**src/rtl/lsu_ctrl_if.sv**
```systemverilog
// lsu_ctrl_if: data-memory req/ack bus; master drives request/we/addr/be/wdata, slave returns ack/rdata
interface lsu_ctrl_if #(parameter int ADDR_W = 32);
  logic bus_req;
  logic bus_we;
  logic [ADDR_W-1:0] bus_addr;
  logic [3:0] bus_be;
  logic [31:0] bus_wdata;
  logic bus_ack;
  logic [31:0] bus_rdata;
  modport master(output bus_req, bus_we, bus_addr, bus_be, bus_wdata, input bus_ack, bus_rdata);
  modport slave(input bus_req, bus_we, bus_addr, bus_be, bus_wdata, output bus_ack, bus_rdata);
endinterface

```
**src/rtl/lsu_ctrl.sv**
```systemverilog
// lsu_ctrl: MEM-stage load/store sequencer; in: clk, rst, mem_valid_M/we_mem_M/ls_type_M/addr_M/wdata_M; out: stall_M, rdata_M, load_done_M, misalign_M, bus_err_M; bus: lsu_ctrl_if.master; define LSU_TIMEOUT_EN to abort after TIMEOUT_CYCLES unacked ACCESS cycles
module lsu_ctrl #(
  parameter int TIMEOUT_CYCLES = 255,
  parameter int ADDR_W = 32
) (
  input  logic              clk,
  input  logic              rst,
  input  logic              mem_valid_M,
  input  logic              we_mem_M,
  input  logic [2:0]        ls_type_M,
  input  logic [ADDR_W-1:0] addr_M,
  input  logic [31:0]       wdata_M,
  output logic              stall_M,
  output logic [31:0]       rdata_M,
  output logic              load_done_M,
  output logic              misalign_M,
  output logic              bus_err_M,
  lsu_ctrl_if.master        bus
);
  typedef enum logic [1:0] {IDLE, ACCESS, DONE, ERR} state_t;
  state_t state, state_n;
  logic we_q;
  logic [2:0] type_q;
  logic [ADDR_W-1:0] addr_q;
  logic [3:0] be_q, be_n;
  logic [31:0] wdata_q, wdata_n, rdata_q, ext;
  logic [1:0] o, sz;
  logic illegal, misal, fault, timeout;
  logic [7:0] byte_v;
  logic [15:0] half_v;
  assign o = addr_M[1:0];
  assign sz = ls_type_M[1:0];
  always_comb begin
    illegal = (sz == 2'b11) | (ls_type_M[2] & (we_mem_M | ls_type_M[1]));
    misal = sz == 2'b01 ? o[0] : sz == 2'b10 ? |o : 1'b0;
    fault = illegal | misal;
    be_n = sz == 2'b00 ? 4'b0001 << o : sz == 2'b01 ? 4'b0011 << o : 4'b1111;
    wdata_n = sz == 2'b00 ? {4{wdata_M[7:0]}} : sz == 2'b01 ? {2{wdata_M[15:0]}} : wdata_M;
  end
  always_comb begin
    byte_v = bus.bus_rdata[8*addr_q[1:0] +: 8];
    half_v = bus.bus_rdata[16*addr_q[1] +: 16];
    ext = type_q[1:0] == 2'b00 ? {{24{~type_q[2] & byte_v[7]}}, byte_v}
        : type_q[1:0] == 2'b01 ? {{16{~type_q[2] & half_v[15]}}, half_v}
        : bus.bus_rdata;
  end
  always_comb begin
    state_n = state == IDLE ? (mem_valid_M ? (fault ? ERR : ACCESS) : IDLE)
            : state == ACCESS ? (bus.bus_ack ? DONE : timeout ? ERR : ACCESS)
            : IDLE;
    stall_M = (state == IDLE & mem_valid_M) | state == ACCESS;
    bus.bus_req = state == ACCESS;
    load_done_M = state == DONE & ~we_q;
  end
  assign bus.bus_we = we_q;
  assign bus.bus_addr = {addr_q[ADDR_W-1:2], 2'b00};
  assign bus.bus_be = be_q;
  assign bus.bus_wdata = wdata_q;
  assign rdata_M = rdata_q;
  always_ff @(posedge clk) begin
    if (rst) begin
      state <= IDLE;
      we_q <= 1'b0;
      type_q <= '0;
      addr_q <= '0;
      be_q <= '0;
      wdata_q <= '0;
      rdata_q <= '0;
    end else begin
      state <= state_n;
      if (state == IDLE && mem_valid_M && !fault) begin
        we_q <= we_mem_M;
        type_q <= ls_type_M;
        addr_q <= addr_M;
        be_q <= be_n;
        wdata_q <= wdata_n;
      end
      if (state == ACCESS && bus.bus_ack && !we_q) rdata_q <= ext;
      else if (state_n == ERR) rdata_q <= '0;
    end
  end
`ifdef LSU_TIMEOUT_EN
  localparam int CW = $clog2(TIMEOUT_CYCLES + 1);
  logic [CW-1:0] cnt;
  logic from_access;
  assign timeout = cnt == CW'(TIMEOUT_CYCLES - 1);
  assign bus_err_M = state == ERR & from_access;
  assign misalign_M = state == ERR & ~from_access;
  always_ff @(posedge clk) begin
    if (rst) begin
      cnt <= '0;
      from_access <= 1'b0;
    end else begin
      cnt <= state == ACCESS ? cnt + CW'(1) : '0;
      from_access <= state == ACCESS;
    end
  end
`else
  assign timeout = TIMEOUT_CYCLES < 0;
  assign bus_err_M = 1'b0;
  assign misalign_M = state == ERR;
`endif
endmodule

```
**src/flat_wrapper.sv**
```systemverilog
// flat-port wrapper written by rule: the top's interface ports become plain ports
module lsu_ctrl_flat 
#(
  parameter int TIMEOUT_CYCLES = 255,
  parameter int ADDR_W = 32
)
  (clk, rst, mem_valid_M, we_mem_M, ls_type_M, addr_M, wdata_M, stall_M, rdata_M, load_done_M, misalign_M, bus_err_M, bus_bus_req, bus_bus_we, bus_bus_addr, bus_bus_be, bus_bus_wdata, bus_bus_ack, bus_bus_rdata);
  lsu_ctrl_if #(.ADDR_W(ADDR_W)) bus_i ();
  input  logic clk;
  input  logic rst;
  input  logic mem_valid_M;
  input  logic we_mem_M;
  input  logic [2:0] ls_type_M;
  input  logic [ADDR_W-1:0] addr_M;
  input  logic [31:0] wdata_M;
  output logic stall_M;
  output logic [31:0] rdata_M;
  output logic load_done_M;
  output logic misalign_M;
  output logic bus_err_M;
  output wire logic [$bits(bus_i.bus_req)-1:0] bus_bus_req;
  output wire logic [$bits(bus_i.bus_we)-1:0] bus_bus_we;
  output wire logic [$bits(bus_i.bus_addr)-1:0] bus_bus_addr;
  output wire logic [$bits(bus_i.bus_be)-1:0] bus_bus_be;
  output wire logic [$bits(bus_i.bus_wdata)-1:0] bus_bus_wdata;
  input wire logic [$bits(bus_i.bus_ack)-1:0] bus_bus_ack;
  input wire logic [$bits(bus_i.bus_rdata)-1:0] bus_bus_rdata;
  assign bus_bus_req = bus_i.bus_req;
  assign bus_bus_we = bus_i.bus_we;
  assign bus_bus_addr = bus_i.bus_addr;
  assign bus_bus_be = bus_i.bus_be;
  assign bus_bus_wdata = bus_i.bus_wdata;
  assign bus_i.bus_ack = bus_bus_ack;
  assign bus_i.bus_rdata = bus_bus_rdata;
  lsu_ctrl #(.TIMEOUT_CYCLES(TIMEOUT_CYCLES), .ADDR_W(ADDR_W)) u_core (.clk(clk), .rst(rst), .mem_valid_M(mem_valid_M), .we_mem_M(we_mem_M), .ls_type_M(ls_type_M), .addr_M(addr_M), .wdata_M(wdata_M), .stall_M(stall_M), .rdata_M(rdata_M), .load_done_M(load_done_M), .misalign_M(misalign_M), .bus_err_M(bus_err_M), .bus(bus_i));
endmodule
```
**config.mk**
```make
export PLATFORM = sky130hd
export DESIGN_NAME = lsu_ctrl_flat
export DESIGN_NICKNAME = d
export VERILOG_FILES = /design/src/rtl/lsu_ctrl_if.sv /design/src/rtl/lsu_ctrl.sv /design/src/flat_wrapper.sv
export SDC_FILE = /design/constraint.sdc
export NUM_CORES = 1
export LEC_CHECK = 0
export BUFFER_PORTS_ARGS = -buffer_cell sky130_fd_sc_hd__buf_2
export CORE_AREA = 2 2 150 108
export DETAILED_ROUTE_END_ITERATION = 10
export DIE_AREA = 0 0 152 110
export PLACE_DENSITY = 0.66
export SETUP_SLACK_MARGIN = 0.05
export SLEW_MARGIN = 20
export SYNTH_ARGS = -nofsm -noshare
export SYNTH_HDL_FRONTEND = slang
export SYNTH_SLANG_ARGS = --single-unit
```
**constraint.sdc**
```tcl
create_clock -name clk -period 2.5 [get_ports clk]
set_input_delay 0.75 -clock clk [delete_from_list [all_inputs] [get_ports clk]]
set_output_delay 0.75 -clock clk [all_outputs]
set_load 0.05 [all_outputs]
```
## Yosys cells after proc, flatten, opt, wreduce, memory -nomap -nowiden

Cells that the tools add are included.

- Eq/ne operators: 8
- Shifts and indexed selects: 4
- Multiplexer cells: 15
- Bitwise gates (word level): 11
- Reduce and logical (&&, ||, !) cells: 11

Operator list:

| operator | count |
|---|---|
| $mux W32 | 6 |
| $shiftx A32 B6 Y16 | 1 |
| $shiftx A32 B6 Y8 | 1 |
| $eq A2 B2 Y1 const B | 5 |
| $mux W2 | 5 |
| $mux W4 | 2 |
| $eq A2 B1 Y1 const B | 3 |
| $logic_not A2 Y1 | 3 |
| $and A1 B1 Y1 | 5 |
| $logic_and A1 B1 Y1 | 4 |
| $or A1 B1 Y1 | 4 |
| $shl A1 B2 Y4 const A | 1 |
| $shl A2 B2 Y4 const A | 1 |
| $logic_not A1 Y1 | 2 |
| $mux W1 | 2 |
| $not A1 Y1 | 2 |
| $reduce_bool A2 Y1 | 1 |
| $reduce_or A2 Y1 | 1 |

- Register bits: 106
- Bits of input ports: 104
- Output and inout port bits: 106

## Logic depth before layout (Yosys ltp)

Gate-level depths: netlist of the first run.

- Depth after elaboration: 10
- Gate-level depth with buffers: 9
- Depth with buffers taken out: 6

## Least setup slack after synthesis of the first run

Ideal clock, no wire load.

- Path type: reg-to-output
- Start point: reg u_core.we_q (netlist: u_core.bus.bus_we)
- End point: out load_done_M
- Arrival: 1717 ps
- Data required time: 1750 ps
- Setup slack: 33 ps
- Stages on the path, launching flop included: 2
- Cells stage by stage: dfxtp_1 nor3b_1

- Cells in the longest elaborated chain, start to end: 2

Ends and longest elaborated chain:

| item | line | text |
|---|---|---|
| from (decl) | lsu_ctrl.sv:22 | `logic we_q;` |
| from (signal assigned) | lsu_ctrl.sv:72 | `we_q <= we_mem_M;` |
| $not A1 Y1 | lsu_ctrl.sv:53 | `load_done_M = state == DONE & ~we_q;` |
| $and A1 B1 Y1 | lsu_ctrl.sv:53 |  |
| to (decl) | flat_wrapper.sv:18 | `output logic load_done_M;` |

No other way between the ends.

## Final worst setup path of the first run

- Start point: reg u_core.state[1]
- End point: out load_done_M

- Cells in the longest elaborated chain, start to end: 2

Ends and longest elaborated chain:

| item | line | text |
|---|---|---|
| from (decl) | lsu_ctrl.sv:21 | `state_t state, state_n;` |
| from (signal assigned) | lsu_ctrl.sv:70 | `state <= state_n;` |
| $eq A2 B2 Y1 | lsu_ctrl.sv:53 |  |
| $and A1 B1 Y1 | lsu_ctrl.sv:53 |  |

No other way between the ends.

==> summary.md, run 1 <==
| Metric | Value |
|---|---|
| CP max FO | `8` |
| Clk_lat worst skew | `350 ps` |
| Fin area | `6360 sq um` |
| Crit-path leading delay family | `flip-flops` |
| Most common cell after layout, fill and taps aside | `buf_2` |
| Setup violators final | `0` |
| Busiest grt layer | `met2` |
| Area growth from synthesis to layout | `24.3%` |
| Reg2Reg Setup Slack | `~620 ps` |
| Met3 GRT Util | `0.0586` |
| Grt ovf | `0` |
| Vias | `~4700` |
| I/O Pins | `210` |
| DR iter-0 viols | `about 350` |
| Sequential area share after synthesis | `0.415` |
| Startpoint Class | `register` |
| Critical Path AT | `~1400 ps` |
| Pre-CTS WS | `159 ps` |
| EDFF count, synth | `0` |
| Mean area per synthesized cell | `roughly 8.6 sq um` |
| Nets@finish | `855` |
| Die footprint | `about 17000 sq um` |
| Clock slew at reported path FFs | `70 ps` |
| Global placement routability congestion | `a little under 0.8` |
| Hold path start | `u_core.addr_q[7]` |
| Initial antenna violation count | `1` |
| Root buffer cell | `clkbuf_16` |
| Rows | `38` |
| Fmax | `~470 MHz` |
| CTS buffer count | `9` |
| RSZ-0062 raised after global routing | `no` |
| # H-tree levels | `3` |
| Worst Hold End | `u_core.addr_q[7]` |
| Reg2Reg Depth | `4` |
| Pins Over Slew Limit | `0` |
| Crit Path Category | `reg -> out` |
| Min-delay worst type | `reg -> reg` |
| Total GRT Usage | `0.164` |
| TritonCTS clock tree | `yes` |
| Initial Util | `0.335` |
| Status | `complete, no violations` |
| Ys async rst share | `0` |
| VDD IR-drop max | `slightly above 300 uV` |
| Drt via density | `just under 5` |
| Hold buffers post-CTS | `0` |
| Final worst-path cycle share | `0.845` |
| Vias in the first global route | `4113` |
| Die width | `152 microns` |
| Routed WL | `around 14 mm` |
| Post-Syn Instances | `595` |
| Placed Area | `slightly above 6000 sq um` |
| Max Cap Violations | `0` |
| Layout cell share with drive strength beyond 1 | `0.338` |
| Core ar. | `approximately 15000 sq um` |
| Pwr dens | `roughly 640 nW/um^2` |
| TNS Setup | `0 ps` |
| Global-route wire length before repair | `22.0 mm` |
| Post-CTS sizing | `0` |
| Slew headroom | `0.577` |
| Synth warn | `0` |
| Crit-path cells | `nor3b_2, buf_2` |
| Final Hold Fails | `0` |
| CTS Sinks | `around 110` |
| Slowest-stage cell, CP | `dfxtp_1` |
| Drt first pass iters | `5` |
| Worst r2r src | `u_core.addr_q[1]` |
| # Post-CTS Setup Buffers | `0` |
| Antenna Cells | `0` |
| Crit path buf inv count | `1` |
| Die Span Y | `approximately 110 microns` |
| Min-Delay Path Depth | `2` |
| Most frequent cells in the layout | `buf_2 (206), nand2_1 (120), dfxtp_1 (106)` |
| Final min period | `approximately 2100 ps` |
| Slowest cell delay on critical path | `roughly 520 ps` |
| Skew final | `just over 10 ps` |
| Pleak | `around 2.8 nW` |
| Final ANT Viol Nets | `0` |
| Synthesized area | `roughly 5000 sq um` |
| Critical path required time | `1750 ps` |
| Ys flop type | `dfxtp_1` |
| CTS Buffer Depth | `2` |
| Power after layout | `just over 0.004 W` |
| Netlist cell types | `45` |
| DP Wirelength | `around 11 mm` |
| Post-DR wirelength/cell | `approximately 15 microns` |
| Buffers on Ports | `slightly above 200` |
| R2r endpoint | `u_core.rdata_M[12]` |
| Worst Slack Setup Final | `~390 ps` |
| Pin count of the biggest net entering global routing | `67` |
| GR Util met1 | `0.226` |
| DRC | `0` |
| Critical path endpoint category | `output port` |
| Yosys reg bits | `106` |
| Met2 usage | `0.249` |
| Worst Max-Slew Pin Slew | `between 600 and 700 ps` |
[how the worst max path moves through the flow]
stage,endpoint,startpoint,cells past startpoint
final,load_done_M,u_core.state[1],2
after global routing,stall_M,u_core.state[0],3
after CTS,load_done_M,u_core.state[1],2
after detailed placement,u_core.bus.bus_be[3],ls_type_M[1],5
after global placement,u_core.bus.bus_be[3],addr_M[0],7
after floorplan,stall_M,mem_valid_M,2
[synth_stat cells, drive strengths merged (2+ instances only)]
cell type,count,share of area
nand2,121,0.089
dfxtp,106,0.41
a21oi,64,0.063
buf,63,0.085
nor2,27,0.020
a22o,24,0.043
clkbuf,20,0.017
o21ai,18,0.018
mux2i,16,0.031
o22ai,16,0.020
nor3,15,0.015
inv,11,0.0081
nand2b,11,0.013
nor2b,11,0.013
or2b,10,0.015
a211oi,9,0.014
a221o,8,0.016
a311oi,8,0.014
mux4,8,0.040
o2bb2ai,8,0.014
ha,4,0.0098
nand4,3,0.0049
a2111oi,2,0.0034
nor3b,2,0.0029
[state kept, by name (all words and copies together), names as in the netlist]
name,cells
u_core.bus.bus_be,4
u_core.state,2
u_core.type_q,3
u_core.rdata_M,32
u_core.bus.bus_we,1
u_core.bus.bus_wdata,32
u_core.addr_q,32
[power by group]
group	switching, W	leakage (nW)	internal [W]
registers	0.0000454	0.860	0.00176
clock network	0.000676	0.149	0.000796
logic	0.000529	1.79	0.000247
[layout make-up]
type,count,area (sq um)
clock buffer,9,225
clock inverter,7,83.8
fill,1572,8900
inverter,11,41.3
multi-input combinational,397,2450
sequential,106,2120
tap,200,250
timing repair buffer,222,1190
[kinds of logic after synthesis]
family / share of synthesized area
AO/OA/AOI/OAI: 0.212
buffers and inverters: 0.110
other: 0.000733
AND/OR/NAND/NOR: 0.181
multiplexers: 0.0717
adder cells (fa/ha/maj): 0.00978
flip-flops: 0.415
[per-stage QoR]
stage | hold WS, ps | util | instances
final | 453 | 0.417 | 952
after global routing | 472 | 0.417 | 952
after CTS | 457 | 0.417 | 952
after detailed placement | 445 | 0.396 | 936
after global placement | 441 | 0.396 | 936
after floorplan | 437 | - | 597
[per-layer routing]
layer / vias up / share of wire
li1: 2353 / -
met5: - / 0.00076
met3: 14 / 0.091
met4: 2 / 0.0064
met1: 2124 / 0.47
met2: 163 / 0.44
[worst min-delay path: cells and delay by family (launching register included)]
kind | cells | cell delay, ps
simple gates | 1 | 50
flops | 1 | 310
compound gates | 1 | 50
Note: power is estimated with default switching activity, not from simulation.
==> inputs of run 2 (changes only) <==
Settings changed: PLACE_DENSITY 0.66 to 0.68.
Clock period 2.5 ns to 1.75 ns, I/O delays scaled along.
==> run 2 against run 1 <==
Compared with the run above:
- sequential share of layout area down 1.6 points
- cell area up 5.2%
- highest routed layer is now met4
- register-to-register slack worse by 500 ps
- worst setup slack worse by 320 ps
==> summary.md, run 2 (synthesis results as in run 1) <==
| Metric | Value |
|---|---|
| Root buffer cell | `clkbuf_16` |
| Clk_lat worst skew | `approximately 350 ps` |
| Pin count of the biggest net entering global routing | `between 70 and 80` |
| Busiest grt layer | `met2` |
| Vias | `4812` |
| Core Util, Final | `0.438` |
| Area growth from synthesis to layout | `30.7%` |
| Fmax | `a little under 600 MHz` |
| Setup violators final | `0` |
| Critical path required time | `1220 ps` |
| GR Util met1 | `0.232` |
| Met2 usage | `0.272` |
| Core ar. | `15300 sq um` |
| Clock slew at reported path FFs | `70 ps` |
| Crit Path Category | `reg -> out` |
| Startpoint Class | `register` |
| Crit-path cells | `buf_6, nor3b_4, buf_6` |
| Antenna Cells | `0` |
| Drt first pass iters | `4` |
| Rows | `38` |
| Fin area | `~6700 sq um` |
| Drt via density | `4.90` |
| Initial Util | `0.335` |
| Layout Cells excl Fill | `between 900 and 1000` |
| DR iter-0 viols | `406` |
| RSZ-0062 raised after global routing | `yes` |
| I/O Pins | `210` |
| Post-DR wirelength/cell | `~15 microns` |
| CTS buffer count | `9` |
| CP max FO | `5` |
| Critical path endpoint category | `output port` |
| Pwr dens | `874 nW/um^2` |
| Initial antenna violation count | `0` |
| Placed Area | `6290 sq um` |
| Vias in the first global route | `~4500` |
| CTS Sinks | `around 110` |
| Layout cell share with drive strength beyond 1 | `0.372` |
| Final ANT Viol Nets | `0` |
| Routed WL | `approximately 15 mm` |
| CTS Buffer Depth | `2` |
| TNS Setup | `0 ps` |
| TritonCTS clock tree | `yes` |
| Placed cell count | `approximately 960` |
| Global placement routability congestion | `about 0.77` |
| Final worst-path cycle share | `0.962` |
| Critical Path AT | `about 1200 ps` |
| Status | `complete, no violations` |
| DP Wirelength | `~11 mm` |
| Total GRT Usage | `0.172` |
| Final Hold Fails | `0` |
| Min-delay worst type | `in -> reg` |
| Pleak | `roughly 3.0 nW` |
| Grt ovf | `0` |
| Met3 GRT Util | `0.0559` |
| Hold buffers post-CTS | `0` |
| # H-tree levels | `3` |
| Max Cap Violations | `0` |
| Final min period | `roughly 1700 ps` |
| Die footprint | `between 15000 and 20000 sq um` |
| Buffers on Ports | `between 200 and 250` |
| Filler cell count | `about 1500` |
| Most frequent cells in the layout | `buf_2 (202), nand2_1 (120), dfxtp_1 (103)` |
| Most Frequent Cell on Critical Path | `buf_6` |
| Die width | `~150 microns` |
| Pins Over Slew Limit | `0` |
| Slowest-stage cell, CP | `dfxtp_2` |
| VDD IR-drop max | `~380 uV` |
| Skew final | `between 7 and 8 ps` |
| Slowest cell delay on critical path | `340 ps` |
| Die Span Y | `110 microns` |
| Global-route wire length before repair | `about 23 mm` |
| Nets@finish | `slightly below 900` |
| Most common cell after layout, fill and taps aside | `buf_2` |
| DRC | `0` |
run 2: layer usage:
metal | up-vias | share of wire
li1 | 2416 | -
met1 | 2219 | 0.45
met2 | 162 | 0.45
met3 | 15 | 0.088
met4 | 0 | 0.0098
met5 | - | 0
run 2: repair_timing:
| item | in CTS | in global routing |
|---|---|---|
| setup endpoints to repair | 4 | 33 |
| resized for setup | 14 | 3 |
| pin swaps | 1 | 1 |
| buffers inserted | 3 | 2 |
run 2: path summary, 6_finish.rpt:
check / startpoint / endpoint / slack [ps] / depth (start not counted)
min reg2reg: u_core.addr_q[9] / u_core.addr_q[9] / 450 / 2
max reg2reg: u_core.addr_q[0] / u_core.rdata_M[15] / 120 / 4
max: u_core.state[1] / load_done_M / 70 / 3
min: addr_M[29] / u_core.addr_q[29] / 410 / 3
run 2: where the power goes:
group	internal, W	switching (W)	leakage (nW)
Combinational	0.000420	0.000791	1.97
Clock	0.00112	0.000946	0.146
Sequential	0.00251	0.0000557	0.861
Total	0.00405	0.00179	2.97
run 2: critical path, delay by kind of cell, from the launching register on:
family	cells	cell delay, ps
AND/OR/NAND/NOR	1	180
buffers and inverters	2	300
flip-flops	1	340
run 2: cell type report:
class                           count  area [sq um]  share of cell area
Multi-Input combinational cell    397          2470               0.370
Sequential cell                   106          2130               0.318
Clock inverter                      7          77.6              0.0116
Inverter                           11          41.3             0.00617
Tap cell                          200           250              0.0374
Clock buffer                        9           225              0.0337
Timing Repair Buffer              253          1490               0.223
run 2: through the flow:
| step | hold WS (ps) | power (W) | worst slack, ps |
|---|---|---|---|
| 2_1_floorplan | 437 | 0.00344 | 39.2 |
| 3_3_place_gp | 440 | 0.00380 | -148 |
| 3_5_place_dp | 443 | 0.00381 | -179 |
| 4_1_cts | 397 | 0.00593 | 63.9 |
| 5_1_grt | 397 | 0.00615 | -0.947 |
| 6_report | 415 | 0.00585 | 65.7 |
==> inputs of run 3 (changes only) <==
Settings changed: CORE_AREA 2 2 150 108 to 2 2 145 112, CTS_BUF_LIST from default to sky130_fd_sc_hd__clkbuf_8, DIE_AREA 0 0 152 110 to 0 0 147 114.
==> run 3 against run 2 <==
Compared with the run above:
- combinational power about the same
- power down 7.5%
- sequential share of layout area up 0.32 points
- critical path depth unchanged
- wire length down 2.2%
==> summary.md, run 3 (synthesis results as in run 1) <==
| Metric | Value |
|---|---|
| Pleak | `2.92 nW` |
| Vias in the first global route | `between 4000 and 5000` |
| DRC | `0` |
| Layout cell share with drive strength beyond 1 | `0.374` |
| Initial antenna violation count | `0` |
| CP max FO | `5` |
| CTS Sinks | `~110` |
| Area growth from synthesis to layout | `29.5%` |
| CTS Buffer Depth | `2` |
| Clock slew at reported path FFs | `110 ps` |
| Pre-CTS WS | `-253 ps` |
| Crit-path leading delay family | `flip-flops` |
| Slew headroom | `0.643` |
| CTS buffer count | `9` |
| Critical path required time | `between 1000 and 1500 ps` |
| Final worst-path cycle share | `0.997` |
| Pins Over Slew Limit | `0` |
| Filler cell count | `1585` |
| Crit-path cells | `buf_6, nor3b_4, buf_6` |
| Pwr dens | `around 820 nW/um^2` |
| Global-route wire length before repair | `roughly 23 mm` |
| Rows | `40` |
| Setup violators final | `0` |
| Slowest-stage cell, CP | `dfxtp_4` |
| Buffers on Ports | `206` |
| Final ANT Viol Nets | `0` |
| Crit path buf inv count | `2` |
| Critical Path AT | `1220 ps` |
| Most Frequent Cell on Critical Path | `buf_6` |
| Crit Path Category | `reg -> out` |
| Status | `complete, no violations` |
| Core Util, Final | `0.427` |
| Drt first pass iters | `6` |
| DP Wirelength | `around 10 mm` |
| Worst Max-Slew Pin Slew | `about 540 ps` |
| Initial Util | `0.330` |
| TNS Setup | `0 ps` |
| Final min period | `about 1700 ps` |
| Startpoint Class | `register` |
| Drt via density | `roughly 4.9` |
| # H-tree levels | `3` |
| TritonCTS clock tree | `yes` |
| Root buffer cell | `clkbuf_8` |
| Power after layout | `0.00541 W` |
| Max Cap Violations | `0` |
| Grt ovf | `0` |
| Pin count of the biggest net entering global routing | `between 70 and 80` |
| Routed WL | `between 10 and 15 mm` |
| Die width | `about 150 microns` |
| Most frequent cells in the layout | `buf_2 (201), nand2_1 (120), dfxtp_1 (102)` |
| RSZ-0062 raised after global routing | `yes` |
| Antenna Cells | `0` |
| Final Hold Fails | `0` |
| Vias | `between 4000 and 5000` |
| Critical path endpoint category | `output port` |
| Clk_lat worst skew | `380 ps` |
| Die Span Y | `114 microns` |
| Most common cell after layout, fill and taps aside | `buf_2` |
| Core ar. | `approximately 16000 sq um` |
| I/O Pins | `between 200 and 250` |
| Min-delay worst type | `in -> reg` |
| Die footprint | `between 15000 and 20000 sq um` |
| Total GRT Usage | `0.169` |
| Global placement routability congestion | `0.789` |
| Fmax | `between 500 and 600 MHz` |
| Post-DR wirelength/cell | `14.8 microns` |
| Nets@finish | `approximately 880` |
| DR iter-0 viols | `between 300 and 400` |
| Skew final | `roughly 9 ps` |
| Worst Slack Setup Final | `4.60 ps` |
| VDD IR-drop max | `347 uV` |
| Slowest cell delay on critical path | `~370 ps` |
==> run 3: cell types whose count changed in the layout (fill, tap and decap cells not counted), moves of 2 or more <==
cell / before / now
inv_6: 2 / 0
buf_4: 39 / 33
clkbuf_8: 0 / 9
a2111oi_2: 0 / 2
buf_6: 6 / 8
clkbuf_16: 9 / 0
==> run 3: layout make-up <==
cell class	instances	area [sq um]	share of cell area
Tap cell	210	263	0.0397
Inverter	11	41.3	0.00623
Clock buffer	9	124	0.0187
Sequential cell	106	2130	0.321
Multi-Input combinational cell	398	2510	0.380
Clock inverter	7	90.1	0.0136
Timing Repair Buffer	248	1460	0.221
==> run 3: worst paths after layout <==
check,start,end,slack [ps],cells past startpoint
worst min register to register,u_core.addr_q[13],u_core.addr_q[13],460,2
worst min-delay path,addr_M[28],u_core.addr_q[28],360,3
worst max-delay path,u_core.state[0],load_done_M,5,3
worst max register to register,u_core.state[0],u_core.bus.bus_wdata[11],110,6
==> run 3: where the power goes <==
group / switching, W / internal, W / total (W)
clock: 0.000933 / 0.000688 / 0.00162
sequential: 0.0000545 / 0.00251 / 0.00257
combinational: 0.000794 / 0.000426 / 0.00122
==> run 3: metal layers <==
metal	GRT usage	vias to the layer above	wire, microns
li1	-	2412	-
met1	0.236	2245	6810
met2	0.255	175	6500
met3	0.0468	18	1090
met4	0.0532	0	234
met5	0	-	0
==> run 3: what timing repair did <==
item                       in CTS  in global routing
hold buffers                    0                  0
setup endpoints to repair       8                 18
gates cloned                    0                  1
pin swaps                       0                  3
setup buffers                   1                  1
resized for setup              17                 11
==> run 3: worst register-to-register path, cell delays in order (launching register included) <==
cell and delay (ps):
dfxtp_4 370, nor3b_1 240, buf_4 160, and4_4 280, buf_12 190, nor2_1 60, a311oi_1 250
==> run 3: per-stage QoR <==
| stage | hold slack, ps | cell area [sq um] | instances |
|---|---|---|---|
| 2_1_floorplan | 437 | 5160 | 597 |
| 3_3_place_gp | 440 | 6290 | 970 |
| 3_5_place_dp | 441 | 6290 | 970 |
| 4_1_cts | 328 | 6560 | 987 |
| 5_1_grt | 349 | 6630 | 989 |
| 6_report | 362 | 6630 | 989 |
